File: src/rtl/uart_rx_word32.sv
// Receives four 8-bit data + parity + stop UART frames and assembles them, LSB byte first, into a 32-bit word.
// Latency: rx_data/rx_ready update one clk after the stop-bit mid-sample of the fourth byte.
// Backpressure: none; a word completed while rx_ready is still set raises overrun and is dropped.
module uart_rx_word32 #(
    parameter int CLK_FREQ     = 32000000,
    parameter int BAUD_RATE    = 115200,
    parameter int TIMEOUT_BITS = 20
) (
    input  logic        clk,
    input  logic        rst_n,
    input  logic        uart_rx,
    input  logic        parity_even_n,
    input  logic        rx_clear,
    output logic [31:0] rx_data,
    output logic        rx_ready,
    output logic        parity_error,
    output logic        framing_error,
    output logic        overrun
);

    localparam int DIV_RAW  = CLK_FREQ / (BAUD_RATE * 16);
    localparam int DIV      = (DIV_RAW < 1) ? 1 : DIV_RAW;
    localparam int DW       = (DIV > 1) ? $clog2(DIV) : 1;
    localparam int TO_LIMIT = TIMEOUT_BITS * 16;
    localparam int TW       = $clog2(TO_LIMIT + 1);

    typedef enum logic [2:0] {IDLE, START, DATA, PARITY, STOP, WAIT_HIGH} state_t;

    state_t          state, state_nx;
    logic [1:0]      sync_q;
    logic            rx_s;
    logic [DW-1:0]   div_cnt;
    logic            tick;
    logic [3:0]      samp_cnt;
    logic            samp7, samp8, maj;
    logic            at_mid, at_end;
    logic [2:0]      bit_cnt;
    logic [7:0]      shreg;
    logic [31:0]     word_q;
    logic [1:0]      byte_idx;
    logic            word_bad;
    logic [TW-1:0]   to_cnt;
    logic            timeout_fire;
    logic            done_p;
    logic            clr_samp, shift_en, par_bad, stop_ok, stop_bad;

    assign rx_s   = sync_q[1];
    assign tick   = (div_cnt == DW'(DIV - 1));
    assign maj    = (samp7 & samp8) | (samp7 & rx_s) | (samp8 & rx_s);
    assign at_mid = tick && (samp_cnt == 4'd9);
    assign at_end = tick && (samp_cnt == 4'd15);
    assign timeout_fire = (state == IDLE) && (byte_idx != 2'd0) && tick
                          && (to_cnt == TW'(TO_LIMIT - 1));

    always_ff @(posedge clk or negedge rst_n) begin
        if (!rst_n) begin
            sync_q  <= 2'b11;
            div_cnt <= '0;
            state   <= IDLE;
        end else begin
            sync_q  <= {sync_q[0], uart_rx};
            div_cnt <= tick ? '0 : div_cnt + DW'(1);
            state   <= state_nx;
        end
    end

    always_comb begin
        state_nx = state;
        clr_samp = 1'b0;
        shift_en = 1'b0;
        par_bad  = 1'b0;
        stop_ok  = 1'b0;
        stop_bad = 1'b0;
        case (state)
            IDLE: begin
                if (!rx_s) begin
                    state_nx = START;
                    clr_samp = 1'b1;
                end
            end
            START: begin
                if (at_mid && maj) state_nx = IDLE;
                else if (at_end)   state_nx = DATA;
            end
            DATA: begin
                shift_en = at_mid;
                if (at_end && bit_cnt == 3'd7) state_nx = PARITY;
            end
            PARITY: begin
                par_bad = at_mid && (maj != (^shreg ^ parity_even_n));
                if (at_end) state_nx = STOP;
            end
            STOP: begin
                // Leave at mid-stop so a back-to-back start edge is never missed.
                if (at_mid) begin
                    if (maj) begin
                        stop_ok  = 1'b1;
                        state_nx = IDLE;
                    end else begin
                        stop_bad = 1'b1;
                        state_nx = WAIT_HIGH;
                    end
                end
            end
            WAIT_HIGH: begin
                if (rx_s) state_nx = IDLE;
            end
            default: state_nx = IDLE;
        endcase
    end

    always_ff @(posedge clk or negedge rst_n) begin
        if (!rst_n) begin
            samp_cnt <= 4'd0;
            samp7    <= 1'b1;
            samp8    <= 1'b1;
            bit_cnt  <= 3'd0;
            shreg    <= 8'd0;
            word_q   <= 32'd0;
            byte_idx <= 2'd0;
            word_bad <= 1'b0;
            to_cnt   <= '0;
            done_p   <= 1'b0;
        end else begin
            done_p <= 1'b0;
            if (clr_samp)  samp_cnt <= 4'd0;
            else if (tick) samp_cnt <= samp_cnt + 4'd1;
            if (tick && samp_cnt == 4'd7) samp7 <= rx_s;
            if (tick && samp_cnt == 4'd8) samp8 <= rx_s;
            if (state == START)                bit_cnt <= 3'd0;
            else if (state == DATA && at_end)  bit_cnt <= bit_cnt + 3'd1;
            if (shift_en) shreg <= {maj, shreg[7:1]};
            if (par_bad) word_bad <= 1'b1;
            if (stop_ok) begin
                word_q[{byte_idx, 3'b000} +: 8] <= shreg;
                if (byte_idx == 2'd3) begin
                    byte_idx <= 2'd0;
                    word_bad <= 1'b0;
                    done_p   <= ~word_bad;
                end else begin
                    byte_idx <= byte_idx + 2'd1;
                end
            end else if (stop_bad || timeout_fire) begin
                byte_idx <= 2'd0;
                word_bad <= 1'b0;
            end
            // Idle gap is only policed once a word is partially assembled.
            if (state == IDLE && byte_idx != 2'd0) begin
                if (tick) to_cnt <= timeout_fire ? '0 : to_cnt + TW'(1);
            end else begin
                to_cnt <= '0;
            end
        end
    end

    always_ff @(posedge clk or negedge rst_n) begin
        if (!rst_n) begin
            rx_data       <= 32'd0;
            rx_ready      <= 1'b0;
            parity_error  <= 1'b0;
            framing_error <= 1'b0;
            overrun       <= 1'b0;
        end else begin
            // A clear landing on the completion cycle makes room for the new word.
            if (done_p && (!rx_ready || rx_clear)) begin
                rx_data  <= word_q;
                rx_ready <= 1'b1;
            end else if (rx_clear) begin
                rx_ready <= 1'b0;
            end
            if (done_p && rx_ready && !rx_clear) overrun <= 1'b1;
            else if (rx_clear)                   overrun <= 1'b0;
            if (par_bad)       parity_error <= 1'b1;
            else if (rx_clear) parity_error <= 1'b0;
            if (stop_bad || timeout_fire) framing_error <= 1'b1;
            else if (rx_clear)            framing_error <= 1'b0;
        end
    end

endmodule

File: config.mk
export PLATFORM = sky130hd
export DESIGN_NAME = uart_rx_word32
export DESIGN_NICKNAME = d
export VERILOG_FILES = /design/src/rtl/uart_rx_word32.sv
export SDC_FILE = /design/constraint.sdc
export NUM_CORES = 1
export LEC_CHECK = 0
export CORE_MARGIN = 4
export CORE_UTILIZATION = 50
export CTS_BUF_LIST = sky130_fd_sc_hd__clkbuf_8
export DETAILED_ROUTE_END_ITERATION = 7
export PLACE_DENSITY = 0.8
export SETUP_SLACK_MARGIN = 0.1
export SYNTH_ARGS = -nofsm -noshare
export SYNTH_HDL_FRONTEND = slang
export SYNTH_SLANG_ARGS = --single-unit
File: constraint.sdc
create_clock -name clk -period 1.7 [get_ports clk]
set_input_delay 0.34 -clock clk [delete_from_list [all_inputs] [get_ports clk]]
set_output_delay 0.34 -clock clk [all_outputs]
set_load 0.02 [all_outputs]
* Word-level counts from Yosys, hierarchy flattened
Index checks and enable logic that the tools add are counted.
** Word-level totals
- Flip-flop bits (word level) :: 108
- Output and inout port bits :: 36
** Operators by class
- Add/sub/neg operators :: 6
- Equality and inequality tests :: 21
- Shift operators :: 2
- Muxes and demuxes :: 42
- Bitwise logic cells :: 7
- Reduce and logical (&&, ||, !) cells :: 29
** Operators by type and width (number)
- 32-bit bitwise mux :: 1
- 8-bit by 7-bit variable shift with 32-bit output, first input constant :: 1
- 8-bit by 7-bit indexed part select with 32-bit output :: 1
- 3-bit two-way mux :: 10
- 9-bit two-way mux :: 3
- 1-bit two-way mux :: 21
- 3-bit one-hot mux with 6 select lines :: 1
- 2-bit nonzero test :: 8
- 1-bit logical AND :: 14
- 4-bit equality test, second input constant :: 3
- 2-bit != test, second input constant :: 6
- 9-bit by 1-bit adder with 9-bit output, second input constant :: 1
- 3-bit equality test, second input constant :: 3
- 9-bit equality test, second input constant :: 1
- 4-bit two-way mux :: 2
- 8-bit parity :: 1
- 5-bit negator with 7-bit output :: 1
- 3-bit by 2-bit equality test with 1-bit output, second input constant :: 2
- 2-bit two-way mux :: 3
- 6-bit AND reduction :: 1
- 5-bit by 1-bit adder with 5-bit output, second input constant :: 1
- 5-bit equality test, second input constant :: 1
- 5-bit two-way mux :: 1
- 4-bit by 1-bit adder with 4-bit output, second input constant :: 1
- other kinds (14) :: 19

* Depth between registers and ports, before layout
- Depth after elaboration :: 9
- Gate-level depth with buffers :: 9
- Mapped depth without buffers :: 7

* Worst setup path before layout
OpenSTA, ideal clock, no wires.
- Path kind :: reg2reg
- Start :: register byte_idx[0]
- End :: register to_cnt[5]
- Data arrival time :: 1.728 ns
- Required time :: 1.590 ns
- Setup slack :: -0.138 ns
- Cell stages (with the launch flop) :: 7
- Path buffers :: 0
- Cells stage by stage :: dfrtp_1 -> inv_1 -> ha_1 -> or4_4 -> nor2_1 -> o21ai_0 -> o41ai_1
** On the way
- Cells in the longest elaborated chain, start to end :: 7
- Elaborated cells on any way between the ends :: 8
- Those cells by class :: eq/ne (1); mux (3); reduce/logical (4)
** RTL lines
- start, declared :: RTL line 40 : logic [1:0] byte_idx;
- start signal, assigned :: RTL line 141 : byte_idx <= byte_idx + 2'd1;
- 2-bit nonzero test * :: RTL line 52, 148
- 1-bit logical AND * :: RTL line 52, 148
- 1-bit logical AND :: RTL line 52 : assign timeout_fire = (state == IDLE) && (byte_idx != 2'd0) && tick
- 1-bit logical AND :: RTL line 53 : && (to_cnt == TW'(TO_LIMIT - 1));
- 9-bit two-way mux (2 in series) :: RTL line 149 : if (tick) to_cnt <= timeout_fire ? '0 : to_cnt + TW'(1);
- 9-bit two-way mux :: RTL line 148 : if (state == IDLE && byte_idx != 2'd0) begin
- end signal, assigned :: RTL line 149
- end, declared :: RTL line 42 : logic [TW-1:0] to_cnt;
Every way passes the cells marked *; elsewhere a longest branch is shown, timed or not. The select of a mux whose other input is x is not followed.
A chain may end at the register's enable or synchronous reset.

* Final worst setup path
- Start :: register div_cnt[1]
- End :: register word_q[26]
** On the way
- Cells in the longest elaborated chain, start to end :: 4
** RTL lines
- start, declared :: RTL line 32 : logic [DW-1:0] div_cnt;
- start signal, assigned :: RTL line 62 : div_cnt <= tick ? '0 : div_cnt + DW'(1);
- 5-bit equality test :: RTL line 48 : assign tick = (div_cnt == DW'(DIV - 1));
- 1-bit logical AND :: RTL line 50 : assign at_mid = tick && (samp_cnt == 4'd9);
- 1-bit two-way mux :: RTL line 95 : if (at_mid) begin
- 1-bit two-way mux :: RTL line 74 : case (state)
- end signal, assigned by index :: RTL line 135 : word_q[{byte_idx, 3'b000} +: 8] <= shreg;
- end, declared :: RTL line 39 : logic [31:0] word_q;
No other way between the ends.

==> results_dict.tcl <==
set metrics [dict create \
    max_stage_delay_ns 0.40 \
    fp.dieArea_mm2 0.01124 \
    vias 3566 \
    leakagePower_nw 3.038 \
    synthToLayoutAreaGrowth_pct 34.51 \
    gp_congestion 0.8129 \
    synth_top_area_cell "dfrtp_1" \
    ys_top_cells_by_area "dfrtp_1 (54%), mux2_2 (10%), nand2_1 (5.9%)" \
    boundaryPins 41 \
    port-buffer-count 40 \
    fin_area_mm2 0.006462 \
    drtPass1Iterations 4 \
    yosysWarnings 0 \
    grt_first_pass_wirelength_mm 16.81 \
    worst-path-max-fanout 8 \
    wl_per_cell_um 16.39 \
    antennaDiodeCount 0 \
    vdd_ir_drop_max_v 0.0003984 \
    maxCapViolations 0 \
    ctsHtreeMaxLevel 3 \
    crit_arrival_ns 2.06 \
    hp-class "register to register" \
    wirelength_mm 10.75 \
    clock_skew_ns 0.01312 \
    grt.total_usage_pct 18.30 \
    post-route-util_pct 69.61 \
    drt_iter0_markers 116 \
    clk_path_buf_depth 2 \
    antenna_found_initial 0 \
    overflow 0 \
    cts_buffers 9 \
    yosysTopAreaCellShare_pct 54.17 \
    layout_min_cycle_time_ns 1.793 \
    nets 540 \
    ys_ff_latch 108 \
    synth_cell_types 49 \
    synthFlopType "dfrtp_1" \
    multiInputGateArea_mm2 0.002497 \
    grt_max_degree 46 \
    dieHeight_um 106.0 \
    synth_cells 427 \
    critPathTopFamily "simple AND/OR/NAND/NOR gates" \
    fillers 666 \
    rsz0062_at_grt "yes" \
    cp_data_required_time_ns 1.97 \
    tightestPinTransition_ns 0.5668 \
    place_area_mm2 0.005670 \
    path_class "register to register" \
    relSlewSlack_pct 62.05 \
    critPathBufInv 2 \
    seqCellArea_mm2 0.002710 \
    cellPowerDensity_mw_per_mm2 645.6 \
    avgSynthCellArea_um2 11.25 \
    cts_tree "yes" \
    clk_pin_slew_ns 0.10 \
    cts_sinks 108 \
    clk_latency_ns 0.37 \
    async_reset_ff_share_pct 100.0 \
    drv_slew 0 \
    setup_slack_ns -0.09277 \
    cp-start-kind "register" \
    finalSetupViolCount 37 \
    core_mm2 0.009284 \
    post-route-period-util_pct 105.5 \
    syn_nets 445 \
    fmaxAchievable_mhz 557.8 \
    initial_core_util_pct 51.75 \
    yosysSeqAreaShare_pct 56.35 \
    cts-root-buf "clkbuf_8" \
    drt.antenna.violating_nets 0 \
    setup_tns_ns -1.845 \
    routed_via_density 5.436 \
    slowest_stage "dfrtp_1" \
    final_hold_viol_count 0 \
    synth_edf_count 0 \
    dp.final_hpwl_mm 6.709 \
    grt_pass1_vias 3506 \
    pre_cts_ws_ns -0.1747 \
    die_w_um 106.0 \
    num_rows 35 \
    synthesis.area_mm2 0.004805 \
    cp-end-kind "register" \
    worstPathCellList "inv_1 -> ha_2 -> and4bb_4 -> and4_4 -> buf_12 -> nand2_8 -> nand2_4 -> o21ai_2" \
    drc 0 \
    status "finished, violations left" \
    layout-drive-gt1-share_pct 39.66 \
    violations "negative setup slack" \
]
## worst paths after layout
check                      cells after the start  slack, ns         end       start
max in group asynchronous                      3       0.65       samp7       rst_n
hold reg to reg                                0       0.37   sync_q[1]   sync_q[0]
min in group asynchronous                      2       0.41  rx_data[8]       rst_n
setup reg to reg                               8      -0.09  word_q[26]  div_cnt[1]
hold / removal                                 0       0.37   sync_q[1]   sync_q[0]
setup / recovery                               8      -0.09  word_q[26]  div_cnt[1]
## per-layer routing
layer | GRT usage, % | vias to the layer above | share of wire [%]
met5 | 0 | - | 0
met4 | 4.255 | 0 | 1.4
met3 | 3.825 | 18 | 2.8
met2 | 31.74 | 60 | 55
met1 | 23.66 | 1805 | 41
li1 | - | 1683 | -
## cell families after synthesis
group / count (synthesis) / synth area share [%]
compound gates: 68 / 8.620
xor+xnor: 17 / 3.385
fa+ha+maj: 14 / 3.620
buf+inv: 25 / 2.526
flops: 108 / 56.35
mux: 44 / 10.29
simple gates: 151 / 15.21
## where the power goes
group          total, mW  switching [mW]  internal [mW]
clock network       1.52           0.914          0.603
logic             0.0811          0.0569         0.0242
registers           2.57         0.00163           2.57
## cell usage after synthesis, types with 2 or more instances
master,number
nand4_1,4
nor2_1,22
inv_1,11
xnor2_1,10
mux2_2,43
a21oi_1,7
nand3_1,10
nand2_2,4
nor2b_1,6
o31ai_1,2
dfstp_2,4
buf_2,10
nor3b_1,6
nand2b_1,6
nor3_1,3
xor2_1,6
and3_1,3
dfrtp_1,104
buf_4,2
o21ai_0,37
nand2_1,76
a22o_1,3
a22oi_1,2
ha_1,13
o21ai_1,5
o2bb2ai_1,4
a41oi_1,2
## area by class of cell
class	instances	share of cell area, %
multi-input cells	298	38.64
inverters	11	0.6389
clock inverters	6	0.7938
repair buffers	94	13.36
flip-flops and latches	108	41.94
clock buffers	10	2.130
well taps	129	2.498
## flip-flops by register name, indices dropped and copies added (netlist names), 3 cells and up
| register | flops |
|---|---|
| state | 3 |
| word_q | 32 |
| shreg | 8 |
| to_cnt | 9 |
| samp_cnt | 4 |
| div_cnt | 5 |
| rx_data | 32 |
| bit_cnt | 3 |
## layout by cell type (no fill, tap or decap), types with 9 or more instances in the layout
| master | Yosys | routed |
|---|---|---|
| nand2_2 | 4 | 26 |
| clkbuf_8 | 0 | 10 |
| o21ai_1 | 5 | 26 |
| buf_6 | 1 | 12 |
| o21ai_2 | 0 | 13 |
| buf_4 | 2 | 37 |
| nor2_1 | 22 | 18 |
| nand2_1 | 76 | 41 |
| nand2_4 | 0 | 9 |
| inv_1 | 11 | 10 |
| dfrtp_1 | 104 | 102 |
| mux2_2 | 43 | 41 |
| ha_1 | 13 | 10 |
| dlygate4sd2_1 | 0 | 36 |
## metrics by stage
step	total power, mW	hold slack, ns	std cells
5_1_grt	4.344	0.3533	656
2_1_floorplan	2.630	0.04441	427
3_5_place_dp	2.704	0.2862	621
6_report	4.172	0.3671	656
4_1_cts	4.215	0.3481	645
3_3_place_gp	2.701	0.2782	621
## worst reg2reg max path, cell delays in order (launching register included)
cell and delay, ns:
dfrtp_1 0.40, inv_1 0.06, ha_2 0.17, and4bb_4 0.33, and4_4 0.28, buf_12 0.20, nand2_8 0.12, nand2_4 0.10
o21ai_2 0.05
## timing repair
item,4_1_cts,5_1_grt
gates resized for setup,62,122
endpoints found under the setup margin,102,67
hold buffers,1,0
setup buffers,6,9
pin swaps,4,59
gates cloned,1,3
hold endpoints to repair,25,0
Note: power is estimated with default switching activity, not from simulation.
==> patch 1: new RTL, same settings <==
The 6 states of `state_t` get a one-hot encoding in 6 bits.
--- a/src/rtl/uart_rx_word32.sv
+++ b/src/rtl/uart_rx_word32.sv
@@ -24,7 +24,7 @@
     localparam int TO_LIMIT = TIMEOUT_BITS * 16;
     localparam int TW       = $clog2(TO_LIMIT + 1);
 
-    typedef enum logic [2:0] {IDLE, START, DATA, PARITY, STOP, WAIT_HIGH} state_t;
+    typedef enum logic [5:0] {IDLE = 6'b000001, START = 6'b000010, DATA = 6'b000100, PARITY = 6'b001000, STOP = 6'b010000, WAIT_HIGH = 6'b100000} state_t;
 
     state_t          state, state_nx;
     logic [1:0]      sync_q;
Behaviour: same outputs for any inputs over 10 cycles, from zero or initial values and one cycle with rst_n low; not proved beyond that.
==> patch 1 against the original RTL <==
  * The flow still finishes with violations (setup timing)
  * Cell area rose by 6.1%
  * Worst hold slack lost 0.020 ns
  * Setup slack lost 0.084 ns
  * Routed wire length increased by 11%
  * Sequential cell count rose by 3
  * Critical path type unchanged
  * Largest cell class unchanged
  * Area after synthesis up 4.7%
  * Core utilization is 0.55 points higher
Power is not compared: it rests on default switching activity, and its combinational part moved more than twofold at a synthesized area within 25%.
==> patch 1: results (changes against the original RTL) <==
| Metric | Value |
|---|---|
| Run status | `finished with violations (unchanged)` |
| Violated checks | `setup timing (unchanged)` |
| Met2 wire len | `6397 um (was 5911 um)` |
| Met3 routed WL | `421 um (was 300 um)` |
| Synth Area in XOR/XNOR | `3.060% (was 3.385%)` |
| Clock slew at reported path FFs | `0.12 ns (was 0.10 ns)` |
| Via count of the first global-routing pass | `4,070 (was 3,506)` |
| Post-CTS sizing | `100 (was 62)` |
| Hold EP | `sync_q[0]$_DFF_PN1_ (was sync_q[1]$_DFF_PN1_)` |
| Pin count of the biggest net entering global routing | `47 (was 46)` |
| Adder-Cell Fraction of Synth Area | `3.458% (was 3.620%)` |
| Cells after Synth | `453 (was 427)` |
| Routed len/inst | `16.92 um (was 16.39 um)` |
| Min-Delay Path Class | `input port to register (was register to register)` |
| DRT iter0 DRCs | `214 (was 116)` |
| Met3 usage | `4.537% (was 3.825%)` |
| Total chip power | `0.004952 W` |
| Crit path largest cell delay | `0.57 ns (was 0.40 ns)` |
| Finish-stage setup viols | `61 (was 37)` |
| Hold WS | `0.3473 ns (was 0.3671 ns)` |
| Crit path DAT | `2.20 ns (was 2.06 ns)` |
| Post-synthesis sequential area ratio | `55.35% (was 56.35%)` |
| Fraction of layout cells with a size suffix above 1 | `37.98% (was 39.66%)` |
| Worst Hold Launch | `uart_rx (was sync_q[0]$_DFF_PN1_)` |
| Final setup margin | `-0.1768 ns (was -0.09277 ns)` |
| CP Capture Point | `state[0]$_DFFE_PN1P_ (was word_q[26]$_DFFE_PN0P_)` |
| Met1 Usage GRT | `25.51% (was 23.66%)` |
| Synth area leaders | `dfrtp_1 53%, mux2_2 7.2%, nand2_1 6.3%, o21ai_1 3.9%, ha_1 3.2% (was dfrtp_1 54%, mux2_2 10%, nand2_1 5.9%, o21ai_0 3.9%, ha_1 3.4%)` |
| Yosys top cell area share | `52.74% (was 54.17%)` |
| Final HPWL DP | `7524 um (was 6709 um)` |
| GRT Util Overall | `21.14% (was 18.30%)` |
| M1 WL | `4955 um (was 4391 um)` |
| CP max FO | `7 (was 8)` |
| Synth top cells by count | `106 x dfrtp_1, 85 x nand2_1, 39 x o21ai_1 (was 104 x dfrtp_1, 76 x nand2_1, 43 x mux2_2)` |
| Synth Area in Compound Gates | `8.756% (was 8.620%)` |
| Met2 Usage GRT | `37.88% (was 31.74%)` |
| Worst-case reg-to-reg path depth | `5 (was 8)` |
| Clk_lat worst skew | `0.39 ns (was 0.37 ns)` |
| Final TNS setup | `-6.807 ns (was -1.845 ns)` |
| Non-filler cells in the finished layout | `707 (was 656)` |
| Post-CTS setup buffer count | `15 (was 6)` |
[patch 1: changes by cell type after synthesis, moves of 5 or more]
cell,before,now
nand2_1,76,85
a21o_1,0,5
mux2_2,43,32
nor2_1,22,17
o21ai_1,5,39
mux2_1,0,11
o21ai_0,37,9
[patch 1: final cells by class]
| type | instances | area, um^2 |
|---|---|---|
| Clock buffer | 10 | 137.6 |
| Clock inverter | 6 | 72.57 |
| Fill cell | 673 | 2917 |
| Inverter | 8 | 30.03 |
| Multi-Input combinational cell | 324 | 2601 |
| Sequential cell | 111 | 2789 |
| Tap cell | 133 | 166.4 |
| Timing Repair Buffer | 115 | 1061 |
[patch 1: kinds of logic after synthesis]
kind of cell               Yosys count
DFF                                111
and+or+nand+nor                    168
muxes                               44
adders and majority gates           14
buffers and inverters               23
AOI/OAI and AO/OA                   77
xor gates and xnor gates            16
==> patch 2: new RTL, same settings <==
Without the edit above. Set the parameter `CLK_FREQ` to 128000000 (it was 32000000).
--- a/src/rtl/uart_rx_word32.sv
+++ b/src/rtl/uart_rx_word32.sv
@@ -2,7 +2,7 @@
 // Latency: rx_data/rx_ready update one clk after the stop-bit mid-sample of the fourth byte.
 // Backpressure: none; a word completed while rx_ready is still set raises overrun and is dropped.
 module uart_rx_word32 #(
-    parameter int CLK_FREQ     = 32000000,
+    parameter int CLK_FREQ     = 128000000,
     parameter int BAUD_RATE    = 115200,
     parameter int TIMEOUT_BITS = 20
 ) (
Check against the original RTL: no difference found for any inputs over 10 cycles, from zero or initial values and one cycle with rst_n low; that may be too few to reach the edited logic, so the function may still have changed.
==> patch 2 against the original RTL <==
  * The flow still finishes with violations (setup timing)
  * Highest routed layer unchanged
  * Largest power group unchanged
  * Worst hold slack worse by 0.0041 ns
  * Global-route usage grew 0.76 points
  * Setup slack worse by 0.057 ns
  * Total power increased by 2.4%
  * Routed wire length grew 2.1%
  * Cell area decreased by 1.2%
  * Sequential cell count is 2 higher
  * Critical path type unchanged
  * Critical endpoint is now shreg[6]$_DFFE_PN0P_
  * Largest cell class unchanged
  * Area after synthesis grew 1.3%
  * Fmax shrank 3.1%
==> patch 2: results (changes against the original RTL) <==
| Metric | Value |
|---|---|
| Share of power burned in registers | `61.4% (was 61.7%)` |
| Via count of the first global-routing pass | `3,747 (was 3,506)` |
| Crit path DAT | `2.12 ns (was 2.06 ns)` |
| Vias/cell | `5.353 (was 5.436)` |
| Post-placement cell area | `0.005914 mm^2 (was 0.005670 mm^2)` |
| Dpl cells | `657 (was 621)` |
| Synth Area per Inst | `11.08 um^2 (was 11.25 um^2)` |
| Fraction of layout cells with a size suffix above 1 | `32.38% (was 39.66%)` |
| Total Wirelength | `10,980 um (was 10,750 um)` |
| Worst setup path startpoint | `div_cnt[0]$_DFF_PN0_ (was div_cnt[1]$_DFF_PN0_)` |
| Cell variety after synth | `47 (was 49)` |
| Synth Area in XOR/XNOR | `3.883% (was 3.385%)` |
| Place WS | `-0.1589 ns (was -0.1747 ns)` |
| LEAKAGE | `3.118 nW (was 3.038 nW)` |
| Final HPWL DP | `7352 um (was 6709 um)` |
| Synth top cells by count | `106 x dfrtp_1, 82 x nand2_1, 42 x mux2_2 (was 104 x dfrtp_1, 76 x nand2_1, 43 x mux2_2)` |
| Synth Area in Compound Gates | `8.074% (was 8.620%)` |
| DRT iter0 DRCs | `155 (was 116)` |
| Slew headroom | `66.43% (was 62.05%)` |
| Worst-case reg-to-reg path depth | `7 (was 8)` |
| Adder-Cell Fraction of Synth Area | `3.548% (was 3.620%)` |
| Run status | `finished with violations (unchanged)` |
| Worst VDD drop | `0.4410 mV (was 0.3984 mV)` |
| Non-filler cells in the finished layout | `688 (was 656)` |
| Synth area leaders | `dfrtp_1 55%, mux2_2 9.7%, nand2_1 6.3%, ha_1 3.3%, o21ai_0 3.3% (was dfrtp_1 54%, mux2_2 10%, nand2_1 5.9%, o21ai_0 3.9%, ha_1 3.4%)` |
| Violated checks | `setup timing (unchanged)` |
| Final setup margin | `-0.1495 ns (was -0.09277 ns)` |
| Post-synthesis sequential area ratio | `56.67% (was 56.35%)` |
| Clock power share | `36.5% (was 36.4%)` |
| Setup Skew | `0.009326 ns (was 0.01312 ns)` |
| Worst r2r dst | `shreg[6]$_DFFE_PN0P_ (was word_q[26]$_DFFE_PN0P_)` |
| Multiplexer area fraction after synthesis | `9.925% (was 10.29%)` |
| Finish-stage setup viols | `52 (was 37)` |
| Syn_nets | `457 (was 445)` |
| Pin count of the biggest net entering global routing | `33 (was 46)` |
patch 2: how the worst min path moves through the flow:
stage	start	endpoint	slack [ns]	cells after the start
after global placement	rst_n	rx_data[10]$_DFFE_PN0P_	0.26	1
after detailed placement	rst_n	rx_data[10]$_DFFE_PN0P_	0.26	1
after global routing	uart_rx	sync_q[0]$_DFF_PN1_	0.37	1
after floorplan	rst_n	bit_cnt[0]$_DFFE_PN0P_	0.04	0
final	sync_q[0]$_DFF_PN1_	sync_q[1]$_DFF_PN1_	0.36	0
after CTS	uart_rx	sync_q[0]$_DFF_PN1_	0.36	1
patch 2: stage by stage:
stage | hold slack, ns | setup TNS [ns]
2_1_floorplan | 0.04441 | -2.396
3_3_place_gp | 0.2551 | -3.061
3_5_place_dp | 0.2636 | -5.804
4_1_cts | 0.3583 | -3.549
5_1_grt | 0.3651 | -8.099
6_report | 0.3630 | -3.487
patch 2: area by class of cell:
class / instances / area (um^2)
clock inverter: 7 / 75.07
clock buffer: 9 / 123.9
inverter: 15 / 56.30
timing repair buffer: 120 / 1046
fill: 713 / 2984
sequential: 110 / 2759
multi-input combinational: 298 / 2166
tap: 129 / 161.4
patch 2: repair_timing:
action / in CTS / in global routing
buffers inserted: 8 / 7
gates cloned: 0 / 1
gates resized for setup: 56 / 30
hold buffers: 1 / 0
hold endpoints to repair: 18 / 0
setup endpoints to repair: 102 / 68
pin swaps: 12 / 13
patch 2: layer usage:
layer  track usage (%)  share of wire [%]  up-vias
li1                  -                  -     1739
met5                 0                  0        -
met1             22.94                 40     1829
met3             4.034                4.5       22
met2             34.49                 53       93
met4             5.388                2.2        0
